===== src/rtl/traffic_pkg.sv =====
`default_nettype none
// ============================================================================
// Module      : traffic_pkg
// Description : Shared FSM state encodings and default timing constants for
//               the intersection light controller and its request front end.
// Revision    : 1.0 - initial release
// ============================================================================
package traffic_pkg;

    typedef enum logic [1:0] {
        IDLE     = 2'd0,
        PENDING  = 2'd1,
        COOLDOWN = 2'd2
    } ped_state_e;

    localparam int DEF_SYNC_STAGES     = 2;
    localparam int DEF_DEBOUNCE_CYCLES = 8;
    localparam int DEF_COOLDOWN_CYCLES = 16;
    localparam int DEF_CNT_W           = 8;

endpackage
`default_nettype wire


===== src/rtl/ped_request_ctrl_if.sv =====
`default_nettype none
// ============================================================================
// Module      : ped_request_ctrl_if
// Description : Button/handshake bundle between the pedestrian request block
//               (slave) and its environment / light controller (master).
// Revision    : 1.0 - initial release
// ============================================================================
interface ped_request_ctrl_if #(
    parameter int CNT_W = 8
);
    logic             btn_raw;
    logic             ack;
    logic             req;
    logic             btn_clean;
    logic             busy;
    logic [CNT_W-1:0] req_count;

    modport master (
        output btn_raw,
        output ack,
        input  req,
        input  btn_clean,
        input  busy,
        input  req_count
    );

    modport slave (
        input  btn_raw,
        input  ack,
        output req,
        output btn_clean,
        output busy,
        output req_count
    );
endinterface
`default_nettype wire


===== src/rtl/btn_debounce.sv =====
`default_nettype none
// ============================================================================
// Module      : btn_debounce
// Description : Synchronizer chain followed by a stable-count debouncer.
// Revision    : 1.0 - initial release
// ============================================================================
module btn_debounce #(
    parameter int SYNC_STAGES     = 2,
    parameter int DEBOUNCE_CYCLES = 8
) (
    input  wire logic clk,
    input  wire logic rst,
    input  wire logic din,
    output logic      dout
);
    localparam int DCNT_W = $clog2(DEBOUNCE_CYCLES);

    logic [SYNC_STAGES-1:0] sync_q, sync_d;
    logic [DCNT_W-1:0]      dcnt_q, dcnt_d;
    logic                   clean_q, clean_d;
    logic                   sync_b;

    assign sync_b = sync_q[SYNC_STAGES-1];

    always_comb begin
        sync_d  = {sync_q[SYNC_STAGES-2:0], din};
        dcnt_d  = dcnt_q;
        clean_d = clean_q;
        if (sync_b == clean_q) begin
            dcnt_d = '0;
        end else if (dcnt_q == DCNT_W'(DEBOUNCE_CYCLES - 1)) begin
            // Input has differed for the full window: accept the new level.
            clean_d = ~clean_q;
            dcnt_d  = '0;
        end else begin
            dcnt_d = dcnt_q + 1'b1;
        end
    end

    always_ff @(posedge clk or posedge rst) begin
        if (rst) begin
            sync_q  <= '0;
            dcnt_q  <= '0;
            clean_q <= 1'b0;
        end else begin
            sync_q  <= sync_d;
            dcnt_q  <= dcnt_d;
            clean_q <= clean_d;
        end
    end

    assign dout = clean_q;

endmodule
`default_nettype wire


===== src/rtl/ped_request_ctrl.sv =====
`default_nettype none
// ============================================================================
// Module      : ped_request_ctrl
// Description : Turns a debounced pedestrian press into a held request with
//               ack handshake, cooldown and saturating request counter.
//               Optional: PED_COOLDOWN_LATCH_EN remembers a cooldown press.
// Revision    : 1.0 - initial release
// ============================================================================
module ped_request_ctrl
    import traffic_pkg::*;
#(
    parameter int SYNC_STAGES     = DEF_SYNC_STAGES,
    parameter int DEBOUNCE_CYCLES = DEF_DEBOUNCE_CYCLES,
    parameter int COOLDOWN_CYCLES = DEF_COOLDOWN_CYCLES,
    parameter int CNT_W           = DEF_CNT_W
) (
    input  wire logic          clk,
    input  wire logic          rst,
    ped_request_ctrl_if.slave  pif
);
    localparam int CCNT_W = $clog2(COOLDOWN_CYCLES + 1);

    logic              btn_clean;
    logic              btn_clean_q;
    logic              press;
    ped_state_e        state_q, state_d;
    logic              req_q, req_d;
    logic              busy_q, busy_d;
    logic [CNT_W-1:0]  cnt_q, cnt_d;
    logic [CCNT_W-1:0] ccnt_q, ccnt_d;
`ifdef PED_COOLDOWN_LATCH_EN
    logic              latch_q, latch_d;
`endif

    btn_debounce #(
        .SYNC_STAGES     (SYNC_STAGES),
        .DEBOUNCE_CYCLES (DEBOUNCE_CYCLES)
    ) u_debounce (
        .clk  (clk),
        .rst  (rst),
        .din  (pif.btn_raw),
        .dout (btn_clean)
    );

    assign press = btn_clean & ~btn_clean_q;

    always_comb begin
        state_d = state_q;
        req_d   = req_q;
        cnt_d   = cnt_q;
        ccnt_d  = ccnt_q;
`ifdef PED_COOLDOWN_LATCH_EN
        latch_d = latch_q;
`endif
        case (state_q)
            IDLE: begin
                req_d = 1'b0;
                if (press) begin
                    state_d = PENDING;
                    req_d   = 1'b1;
                    cnt_d   = (cnt_q == '1) ? cnt_q : cnt_q + 1'b1;
                end
            end
            PENDING: begin
                // Presses here are merged into the outstanding request.
                req_d = 1'b1;
                if (pif.ack) begin
                    state_d = COOLDOWN;
                    req_d   = 1'b0;
                    ccnt_d  = CCNT_W'(COOLDOWN_CYCLES);
                end
            end
            COOLDOWN: begin
                req_d = 1'b0;
`ifdef PED_COOLDOWN_LATCH_EN
                if (press) latch_d = 1'b1;
`endif
                if (ccnt_q <= CCNT_W'(1)) begin
                    state_d = IDLE;
`ifdef PED_COOLDOWN_LATCH_EN
                    if (latch_q || press) begin
                        state_d = PENDING;
                        req_d   = 1'b1;
                        cnt_d   = (cnt_q == '1) ? cnt_q : cnt_q + 1'b1;
                    end
                    latch_d = 1'b0;
`endif
                end else begin
                    ccnt_d = ccnt_q - 1'b1;
                end
            end
            default: begin
                state_d = IDLE;
                req_d   = 1'b0;
            end
        endcase
        busy_d = (state_d != IDLE);
    end

    always_ff @(posedge clk or posedge rst) begin
        if (rst) begin
            state_q     <= IDLE;
            req_q       <= 1'b0;
            busy_q      <= 1'b0;
            cnt_q       <= '0;
            ccnt_q      <= '0;
            btn_clean_q <= 1'b0;
`ifdef PED_COOLDOWN_LATCH_EN
            latch_q     <= 1'b0;
`endif
        end else begin
            state_q     <= state_d;
            req_q       <= req_d;
            busy_q      <= busy_d;
            cnt_q       <= cnt_d;
            ccnt_q      <= ccnt_d;
            btn_clean_q <= btn_clean;
`ifdef PED_COOLDOWN_LATCH_EN
            latch_q     <= latch_d;
`endif
        end
    end

    assign pif.req       = req_q;
    assign pif.btn_clean = btn_clean;
    assign pif.busy      = busy_q;
    assign pif.req_count = cnt_q;

endmodule
`default_nettype wire


===== src/flat_wrapper.sv =====
// flat-port wrapper written by rule: the top's interface ports become plain ports
module ped_request_ctrl_flat import traffic_pkg::*;
#(
    parameter int SYNC_STAGES     = DEF_SYNC_STAGES,
    parameter int DEBOUNCE_CYCLES = DEF_DEBOUNCE_CYCLES,
    parameter int COOLDOWN_CYCLES = DEF_COOLDOWN_CYCLES,
    parameter int CNT_W           = DEF_CNT_W
)
  (clk, rst, pif_btn_raw, pif_ack, pif_req, pif_btn_clean, pif_busy, pif_req_count);
  ped_request_ctrl_if #(.CNT_W(CNT_W)) pif_i ();
  input  wire logic clk;
  input  wire logic rst;
  input wire logic [$bits(pif_i.btn_raw)-1:0] pif_btn_raw;
  input wire logic [$bits(pif_i.ack)-1:0] pif_ack;
  output wire logic [$bits(pif_i.req)-1:0] pif_req;
  output wire logic [$bits(pif_i.btn_clean)-1:0] pif_btn_clean;
  output wire logic [$bits(pif_i.busy)-1:0] pif_busy;
  output wire logic [$bits(pif_i.req_count)-1:0] pif_req_count;
  assign pif_i.btn_raw = pif_btn_raw;
  assign pif_i.ack = pif_ack;
  assign pif_req = pif_i.req;
  assign pif_btn_clean = pif_i.btn_clean;
  assign pif_busy = pif_i.busy;
  assign pif_req_count = pif_i.req_count;
  ped_request_ctrl #(.SYNC_STAGES(SYNC_STAGES), .DEBOUNCE_CYCLES(DEBOUNCE_CYCLES), .COOLDOWN_CYCLES(COOLDOWN_CYCLES), .CNT_W(CNT_W)) u_core (.clk(clk), .rst(rst), .pif(pif_i));
endmodule

===== config.mk =====
export PLATFORM = sky130hd
export DESIGN_NAME = ped_request_ctrl_flat
export DESIGN_NICKNAME = d
export VERILOG_FILES = /design/src/rtl/traffic_pkg.sv /design/src/rtl/ped_request_ctrl_if.sv /design/src/rtl/btn_debounce.sv /design/src/rtl/ped_request_ctrl.sv /design/src/flat_wrapper.sv
export SDC_FILE = /design/constraint.sdc
export NUM_CORES = 1
export LEC_CHECK = 0
export BUFFER_PORTS_ARGS = -buffer_cell sky130_fd_sc_hd__buf_4
export CAP_MARGIN = 20
export CORE_ASPECT_RATIO = 0.5
export CORE_MARGIN = 2
export CORE_UTILIZATION = 25
export DETAILED_ROUTE_END_ITERATION = 6
export GPL_TIMING_DRIVEN = 0
export PLACE_DENSITY = 0.47
export REMOVE_ABC_BUFFERS = 1
export SYNTH_ARGS = -nofsm -noshare
export SYNTH_HDL_FRONTEND = slang
export SYNTH_SLANG_ARGS = --single-unit

===== constraint.sdc =====
create_clock -name clk -period 5.3 [get_ports clk]
set_input_delay 0.53 -clock clk [delete_from_list [all_inputs] [get_ports clk]]
set_output_delay 0.53 -clock clk [all_outputs]
set_load 0.005 [all_outputs]

==> summary.md <==
* number of core rows: 17
* yosys synthesis warning count: 0
* drt first pass iters: 4
* Vias per Instance: 4.53
* Post-CTS Repair Setup Buffers: 0
* core area: 4400 sq um
* initial antenna violation count: 0
* minimum setup slack after placement: 3430 ps
* Yosys top cell area share: 52.6%
* combinational family with the most area after synthesis: simple AND/OR/NAND/NOR gates
* Ant. Diodes: 0
* mean post-synth cell area: 11.4 sq um
* longest individual stage delay on the worst path: 650 ps
* vias in the first global route: 760
* Post-DRT Antenna Nets: 0
* final setup margin: 3420 ps
* critical path class: flip-flop to flip-flop
* predominant post-synthesis flop cell: dfrtp_1
* clock buffer count from CTS: 3
* Worst Path Required: 5460 ps
* horizontal die dimension: 99.6 um
* number of register bits inferred by synthesis: 24
* simple-gate area share of the yosys netlist: 17.2%
* most instantiated library cell after synthesis: dfrtp_1
* worst vdd ir: 0.113 mV
* synthesized-area fraction occupied by xor and xnor cells: 1.53%
* Synth-to-Final Area Change: 18.3%
* worst-case hold slack: 355 ps
* Worst-Skew Late Latency: 260 ps
* worst min-delay path category: flip-flop to flip-flop
* clock-pin slew of the registers on the worst-case setup and hold paths: 80 ps
* Hold-fix buffers, CTS: 0
* total number of clock tree sinks: 24
* clock tree from TritonCTS: built
* worst-path maximum fanout: 10
* total wirelength of the detailed-routed design: 2020 um
* Critical Path End Type: flip-flop
* worst endpoint data arrival time: 2040 ps
* number of flops mapped to enable cells by yosys: 0
* initial core utilization: 25.9%
* nature of the critical path startpoint: flip-flop
* setup repair after global routing missed its margin: no
* list of cells traversed by the critical path: or4b_4 > or4_1 > o21a_1
* Met2 Wirelength: 897 um
* total power divided by cell area: 453 nW/um^2
* multiplexer share of the synthesized area: 7.56%
* final sum of negative setup slack: 0 ps
* static leakage: 0.624 nW
* sum of routed wire segments on met1: 1040 um
* max-slew violation count: 0
* post-synth top area cell: dfrtp_1
* final-layout fill cell count: 452
* total congestion overflow after global routing: 0
* library cell used as clock root buffer: clkbuf_8
* overall routing resource usage: 9.10%
* placer's final routability congestion estimate: 0.782
* met3 WL: 49 um
* number of buffer cells added on primary ports: 14
* worst path buffer plus inverter count: 0
* highest layer used for signal routing: met4
* deepest clock path buffer count: 2
* outcome: finished clean
* slowest library cell on the worst path: or4b_4
* DR iter-0 viols: 27
* Power, Total: 0.000612 W
* final HPWL from detailed placement: 1480 um
* first-pass GRT wire length: 3580 um
* cell family with the largest share of critical-path delay: simple AND/OR/NAND/NOR gates
* floorplan die height: 51.8 um
* CTS H-Tree Depth: 1
* top post-synthesis cells by area: dfrtp_1 53%, ha_1 5.5%, mux2_2 4.9%
* post-route standard cell area excluding fillers: 1350 sq um
* die area: 5160 sq um
* total DRC errors in the routed layout: 0
* transition time at the pin with the least slew margin: 907 ps
* final worst-path cycle share: 35.5%
* average wire length per cell after detail routing: 11.7 um
* post-synthesis cell type count: 35
* minimum clock period after layout: 1880 ps
* number of top-level pins: 15
* Cells after Synth: 100
* number of violations of the max-capacitance limit: 0
* post-synthesis cell area: 1140 sq um
* proportion of synthesized chip area in sequential cells: 52.6%
* number of nets at the end of the flow: 126
* number of hold violations in the final report: 0
* Fmax achieved: 532 MHz
* synthesized-area fraction occupied by ao, oa, aoi and oai cells: 11.7%
* via count: 783
* number of gates given a new drive strength after cts: 0
* area share of fa/ha/maj cells after synthesis: 5.48%
* endpoints failing setup: 0
* DP Area: 1300 sq um
* worst slew margin relative to its limit: 39.5%
* layout cell share with drive strength beyond 1: 22.4%
* maximum number of pins on one net before global-route repair: 25
* async set-or-reset flop fraction in the synthesized netlist: 100%
* worst clock skew on the final layout: 3.03 ps
* Post-synth top cells: 24 x dfrtp_1, 7 x nand2_1, 6 x inv_1, 6 x nor3_1, 6 x o21ai_0
-- path summary, 6_finish.rpt --
kind | slack [ps] | to | cells past startpoint | start
max | 3420 | u_core.pif.req_count[6] | 3 | u_core.state_q[0]
min | 350 | u_core.u_debounce.sync_q[1] | 0 | u_core.u_debounce.sync_q[0]
max reg2reg | 3420 | u_core.pif.req_count[6] | 3 | u_core.state_q[0]
min reg2reg | 350 | u_core.u_debounce.sync_q[1] | 0 | u_core.u_debounce.sync_q[0]
max in group asynchronous | 4280 | u_core.pif.req_count[1] | 2 | rst
min in group asynchronous | 460 | u_core.u_debounce.sync_q[1] | 2 | rst
-- logic make-up (layout without fill, tap and decap cells) --
group / Yosys count / after routing
xor+xnor: 2 / 2
fa+ha+maj: 5 / 5
compound gates: 19 / 19
simple gates: 34 / 34
buf+inv: 8 / 24
mux: 8 / 8
flops: 24 / 24
-- layout make-up --
type,count,area (sq um),share of cell area (%)
clock buffers,4,55.1,4.07
inverters,6,22.5,1.67
multi-input cells,68,497,36.8
flip-flops and latches,24,601,44.4
well taps,57,71.3,5.28
repair buffers,14,105,7.78
-- cell usage in the layout (no fill, tap or decap), types with 2 or more instances in the layout --
master    count
nor4b_1       2
nand2b_1      2
nor3b_1       2
a21oi_1       2
dfrtp_1      24
ha_1          5
nand3_1       5
o21ai_0       6
mux2_2        5
nand2_1       7
and2_1        2
buf_4        14
mux2i_1       3
nor3_1        6
inv_1         6
nor2_1        2
clkbuf_8      4
-- sequential cells by signal (all words and copies together), names as in the netlist --
register	cells
u_core.u_debounce.dout	1
u_core.pif.busy	1
u_core.u_debounce.dcnt_q	3
u_core.pif.req	1
u_core.btn_clean_q	1
u_core.ccnt_q	5
u_core.pif.req_count	8
u_core.u_debounce.sync_q	2
u_core.state_q	2
-- stage by stage --
step / std cells / utilization [%]
after global routing: 173 / 30.7
after floorplan: 98 / -
after global placement: 169 / 29.4
after detailed placement: 169 / 29.4
after CTS: 173 / 30.7
final: 173 / 30.7
-- power by group --
group	switching (W)	internal, W
sequential	0.0000574	0.000239
combinational	0.0000895	0.000103
clock	0.0000569	0.0000662
total	0.000204	0.000408
-- per-layer routing --
layer	global-route usage, %	up-vias
li1	-	396
met1	12.1	376
met2	13.3	9
met3	3.23	2
met4	4.11	0
met5	0	-
Power figures use the tool's default switching activity.
